$ cat src/rtl/fifo_construct.sv
// Narrow-to-wide width converter: packs NSIZE beats of DSIZE bits into one word,
// first beat in the most-significant slice, with early close via wr_last.
module fifo_construct #(
    parameter int DSIZE = 1,
    parameter int NSIZE = 8,
    parameter int RSIZE = (NSIZE < 16) ? 4 :
                          (NSIZE < 32) ? 5 :
                          (NSIZE < 64) ? 6 :
                          (NSIZE < 128) ? 7 : 8
) (
    input  logic                   clock,
    input  logic                   rst,
    input  logic [DSIZE-1:0]       wr_data,
    input  logic                   wr_vld,
    input  logic                   wr_last,
    output logic                   wr_ready,
    output logic [DSIZE*NSIZE-1:0] rd_data,
    output logic [RSIZE-1:0]       rd_cnt,
    output logic                   rd_vld,
    input  logic                   rd_ready
);

    localparam int W = DSIZE * NSIZE;

    // Handshake: a beat moves when wr_vld && wr_ready; a word moves when
    // rd_vld && rd_ready. Neither ready depends on the matching valid.
    typedef enum logic {FILL, HOLD} state_t;

    state_t           state, state_nxt;
    logic [W-1:0]     acc, acc_nxt, acc_beat;
    logic [RSIZE-1:0] point, point_nxt;
    logic [RSIZE-1:0] hold_cnt, hold_cnt_nxt;
    logic             accept, complete, drain, out_free;
    logic             load;
    logic [W-1:0]     load_data;
    logic [RSIZE-1:0] load_cnt;

    assign wr_ready = !rst && (state == FILL);
    assign accept   = wr_vld && wr_ready;
    assign complete = accept && (wr_last || (point == RSIZE'(NSIZE - 1)));
    assign drain    = rd_vld && rd_ready;
    assign out_free = !rd_vld || drain;

    // Accumulator with the current beat dropped into the slice selected by point.
    always_comb begin
        acc_beat = acc;
        for (int k = 0; k < NSIZE; k++) begin
            if (point == RSIZE'(k)) begin
                acc_beat[DSIZE*(NSIZE-k)-1 -: DSIZE] = wr_data;
            end
        end
    end

    always_comb begin
        state_nxt    = state;
        acc_nxt      = acc;
        point_nxt    = point;
        hold_cnt_nxt = hold_cnt;
        load         = 1'b0;
        load_data    = acc;
        load_cnt     = hold_cnt;
        case (state)
            FILL: begin
                if (complete) begin
                    if (out_free) begin
                        load      = 1'b1;
                        load_data = acc_beat;
                        load_cnt  = point + RSIZE'(1);
                        acc_nxt   = '0;
                        point_nxt = '0;
                    end else begin
                        acc_nxt      = acc_beat;
                        hold_cnt_nxt = point + RSIZE'(1);
                        state_nxt    = HOLD;
                    end
                end else if (accept) begin
                    acc_nxt   = acc_beat;
                    point_nxt = point + RSIZE'(1);
                end
            end
            HOLD: begin
                if (out_free) begin
                    load      = 1'b1;
                    load_data = acc;
                    load_cnt  = hold_cnt;
                    acc_nxt   = '0;
                    point_nxt = '0;
                    state_nxt = FILL;
                end
            end
            default: state_nxt = FILL;
        endcase
    end

    always_ff @(posedge clock) begin
        if (rst) begin
            state    <= FILL;
            acc      <= '0;
            point    <= '0;
            hold_cnt <= '0;
        end else begin
            state    <= state_nxt;
            acc      <= acc_nxt;
            point    <= point_nxt;
            hold_cnt <= hold_cnt_nxt;
        end
    end

    // A load in the same cycle as a drain keeps rd_vld high with the new word.
    always_ff @(posedge clock) begin
        if (rst) begin
            rd_data <= '0;
            rd_cnt  <= '0;
            rd_vld  <= 1'b0;
        end else if (load) begin
            rd_data <= load_data;
            rd_cnt  <= load_cnt;
            rd_vld  <= 1'b1;
        end else if (drain) begin
            rd_vld  <= 1'b0;
        end
    end

endmodule

$ cat config.mk
export PLATFORM = sky130hd
export DESIGN_NAME = fifo_construct
export DESIGN_NICKNAME = d
export VERILOG_FILES = /design/src/rtl/fifo_construct.sv
export SDC_FILE = /design/constraint.sdc
export NUM_CORES = 1
export LEC_CHECK = 0
export ABC_AREA = 1
export BUFFER_PORTS_ARGS = -buffer_cell sky130_fd_sc_hd__clkbuf_2
export CORE_ASPECT_RATIO = 0.5
export CORE_MARGIN = 4
export CORE_UTILIZATION = 40
export CTS_BUF_LIST = sky130_fd_sc_hd__clkbuf_4 sky130_fd_sc_hd__clkbuf_8
export DETAILED_ROUTE_END_ITERATION = 16
export PLACE_DENSITY = 0.62
export SETUP_SLACK_MARGIN = 0.2
export SLEW_MARGIN = 10
export SYNTH_ARGS = -nofsm -noshare
export SYNTH_HDL_FRONTEND = slang
export SYNTH_SLANG_ARGS = --single-unit
$ cat constraint.sdc
create_clock -name clock -period 3.2 [get_ports clock]
set_clock_uncertainty 0.15 [all_clocks]
set_input_delay 0.16 -clock clock [delete_from_list [all_inputs] [get_ports clock]]
set_output_delay 0.16 -clock clock [all_outputs]
set_load 0.01 [all_outputs]
==> metrics.yaml <==
ys_ff_latch: 30
num_io_pins: 20
htreeDepth: 2
worstMarginPinSlew_ps: 426
synth-seq-area-share_pct: 38.8
ctsHoldBuffers: 0
hpwlAfterDp_um: 2720
min_period_over_period_pct: 68.0
crit_required_ps: 3220
cap_viol_max_count: 0
grt_pass1_vias: 1211
core_um2: 3570
seqPwrFrac_pct: 47.5
hold_viol: 0
cts_tree: "built"
clk_latency_ps: 280
endpoint_kind: "flip-flop"
path_class: "reg -> reg"
setup_viol_count_final: 0
min_period_ps: 2180
ant_nets: 0
firstDrtPassIters: 4
rsz0062_at_grt: "no"
whs_ps: 92.0
post-cts-setup-buffers: 0
path_max_fanout: 16
grt_max_degree: 19
syn2layout_area_growth_pct: 14.6
grt_pass1_wl_um: 5910
dr.first_iter.drc_count: 86
layoutNonFillerInstCount: 296
setup_ws_ps: 1020
num_rows: 15
mostFrequentLayoutCells: "nand2_1, dfxtp_1, inv_1"
fp.dieW_um: 95.9
combPwrFrac_pct: 8.8
tns_ps: 0
antenna_cells: 0
placed_area_um2: 1660
clk_pin_slew_ps: 60
port-buffer-count: 19
status: "completed"
irDropWorstVdd_v: 0.000215
gr-total-overflow: 0
wire_per_inst_um: 12.3
dieArea_um2: 4990
cts_num_sinks: 30
drcViolationCount: 0
place_inst: 288
max_freq_ghz: 0.459
clock_path_buffers: 2
grt_antenna_before_repair: 0
p_sw_w: 0.000196
cp-start-kind: "flip-flop"
synth_cells: 225
syn_area_um2: 1550
cts_root_buf: "clkbuf_8"
fin_area_um2: 1770
p_int_w: 0.000625
globalplace.congestion: 0.908
layout_commonest_cell: "nand2_1"
cts_buffers: 5
layout.nets: 254
syn_nets: 235
synth_cell_types: 25
power_frac_clock_pct: 43.8
p_leak_nw: 0.847
slew_headroom_pct: 71.6
slew_viol_final: 0
cts_repair_resize_count: 0
die_y_um: 52.0
vias: 1432
critical_path_arrival_ps: 2200
start_util_pct: 43.4
routed_via_density: 4.84
pwr_density_cell_nw_per_um2: 464
avgSynthCellArea_um2: 6.87
hp-class: "in -> reg"
p_sw_share_pct: 23.9
grt_usage_pct: 15.9
post-place-ws_ps: 920
drive_above_1_share_pct: 16.3
routed_wl_um: 3630
ys_warn_count: 0
[critical path, stage by stage, from the launching register on]
cell,delay (ps)
dfxtp_1,410
ha_1,280
nand3_2,150
nand2_1,170
nand3_2,260
nand2_2,290
inv_1,160
a21oi_1,150
nor2_1,50
[sequential cells by signal (all words and copies together), names as in the netlist]
| name | flops |
|---|---|
| rd_cnt | 4 |
| point | 4 |
| rd_vld | 1 |
| state | 1 |
| hold_cnt | 4 |
| rd_data | 8 |
| acc | 8 |
[layout make-up]
cell class | count | area (µm²)
well taps | 51 | 63.8
flip-flops and latches | 30 | 601
clock buffers | 8 | 110
multi-input cells | 155 | 774
fillers | 382 | 1790
inverters | 32 | 120
repair buffers | 20 | 103
[logic make-up after synthesis]
logic type / Yosys count / share of synthesized area, %
adder cells (fa/ha/maj): 4 / 3.24
AND/OR/NAND/NOR: 98 / 28.8
XOR/XNOR: 3 / 1.70
AO/OA/AOI/OAI: 50 / 16.3
buffers and inverters: 40 / 11.1
flip-flops: 30 / 38.8
[synth_stat cells, drive strengths merged]
master | n | area share (%)
nand2 | 54 | 13
inv | 32 | 7.8
a21oi | 24 | 7.8
nand4 | 2 | 0.81
nand3b | 1 | 0.49
nand3 | 25 | 9.4
clkbuf | 1 | 0.24
nor2 | 14 | 3.9
or2 | 2 | 0.81
o21bai | 1 | 0.49
buf | 7 | 3.1
xor2 | 2 | 1.1
xnor2 | 1 | 0.57
o21ai | 25 | 8.1
dfxtp | 30 | 39
ha | 4 | 3.2
[per-layer routing]
metal / up-vias / global-route usage [%] / wire [µm]
li1: 760 / - / -
met1: 637 / 23.4 / 1950
met2: 29 / 21.2 / 1450
met3: 6 / 5.35 / 185
met4: 0 / 4.95 / 42
met5: - / 0 / 0
[power by group through the flow]
stage	combinational, W	sequential [W]	clock (W)
4_1_cts	0.0000718	0.000390	0.000365
5_1_grt	0.0000811	0.000391	0.000381
6_report	0.0000719	0.000390	0.000360
2_1_floorplan	0.0000462	0.000401	0
3_5_place_dp	0.0000715	0.000398	0
3_3_place_gp	0.0000710	0.000398	0
[path summary, 6_finish.rpt]
| kind | to | slack, ps | cells after the start | start |
|---|---|---|---|---|
| max | rd_cnt[1] | 1020 | 8 | point[1] |
| min | state | 90 | 4 | rd_ready |
| max reg2reg | rd_cnt[1] | 1020 | 8 | point[1] |
| min reg2reg | hold_cnt[1] | 310 | 2 | hold_cnt[1] |
[metrics by stage]
step	power [W]	utilization, %
after floorplan	0.000447	-
after global placement	0.000469	46.6
after detailed placement	0.000470	46.6
after CTS	0.000827	49.7
after global routing	0.000852	49.7
final	0.000822	49.7
Power figures use the tool's default switching activity.
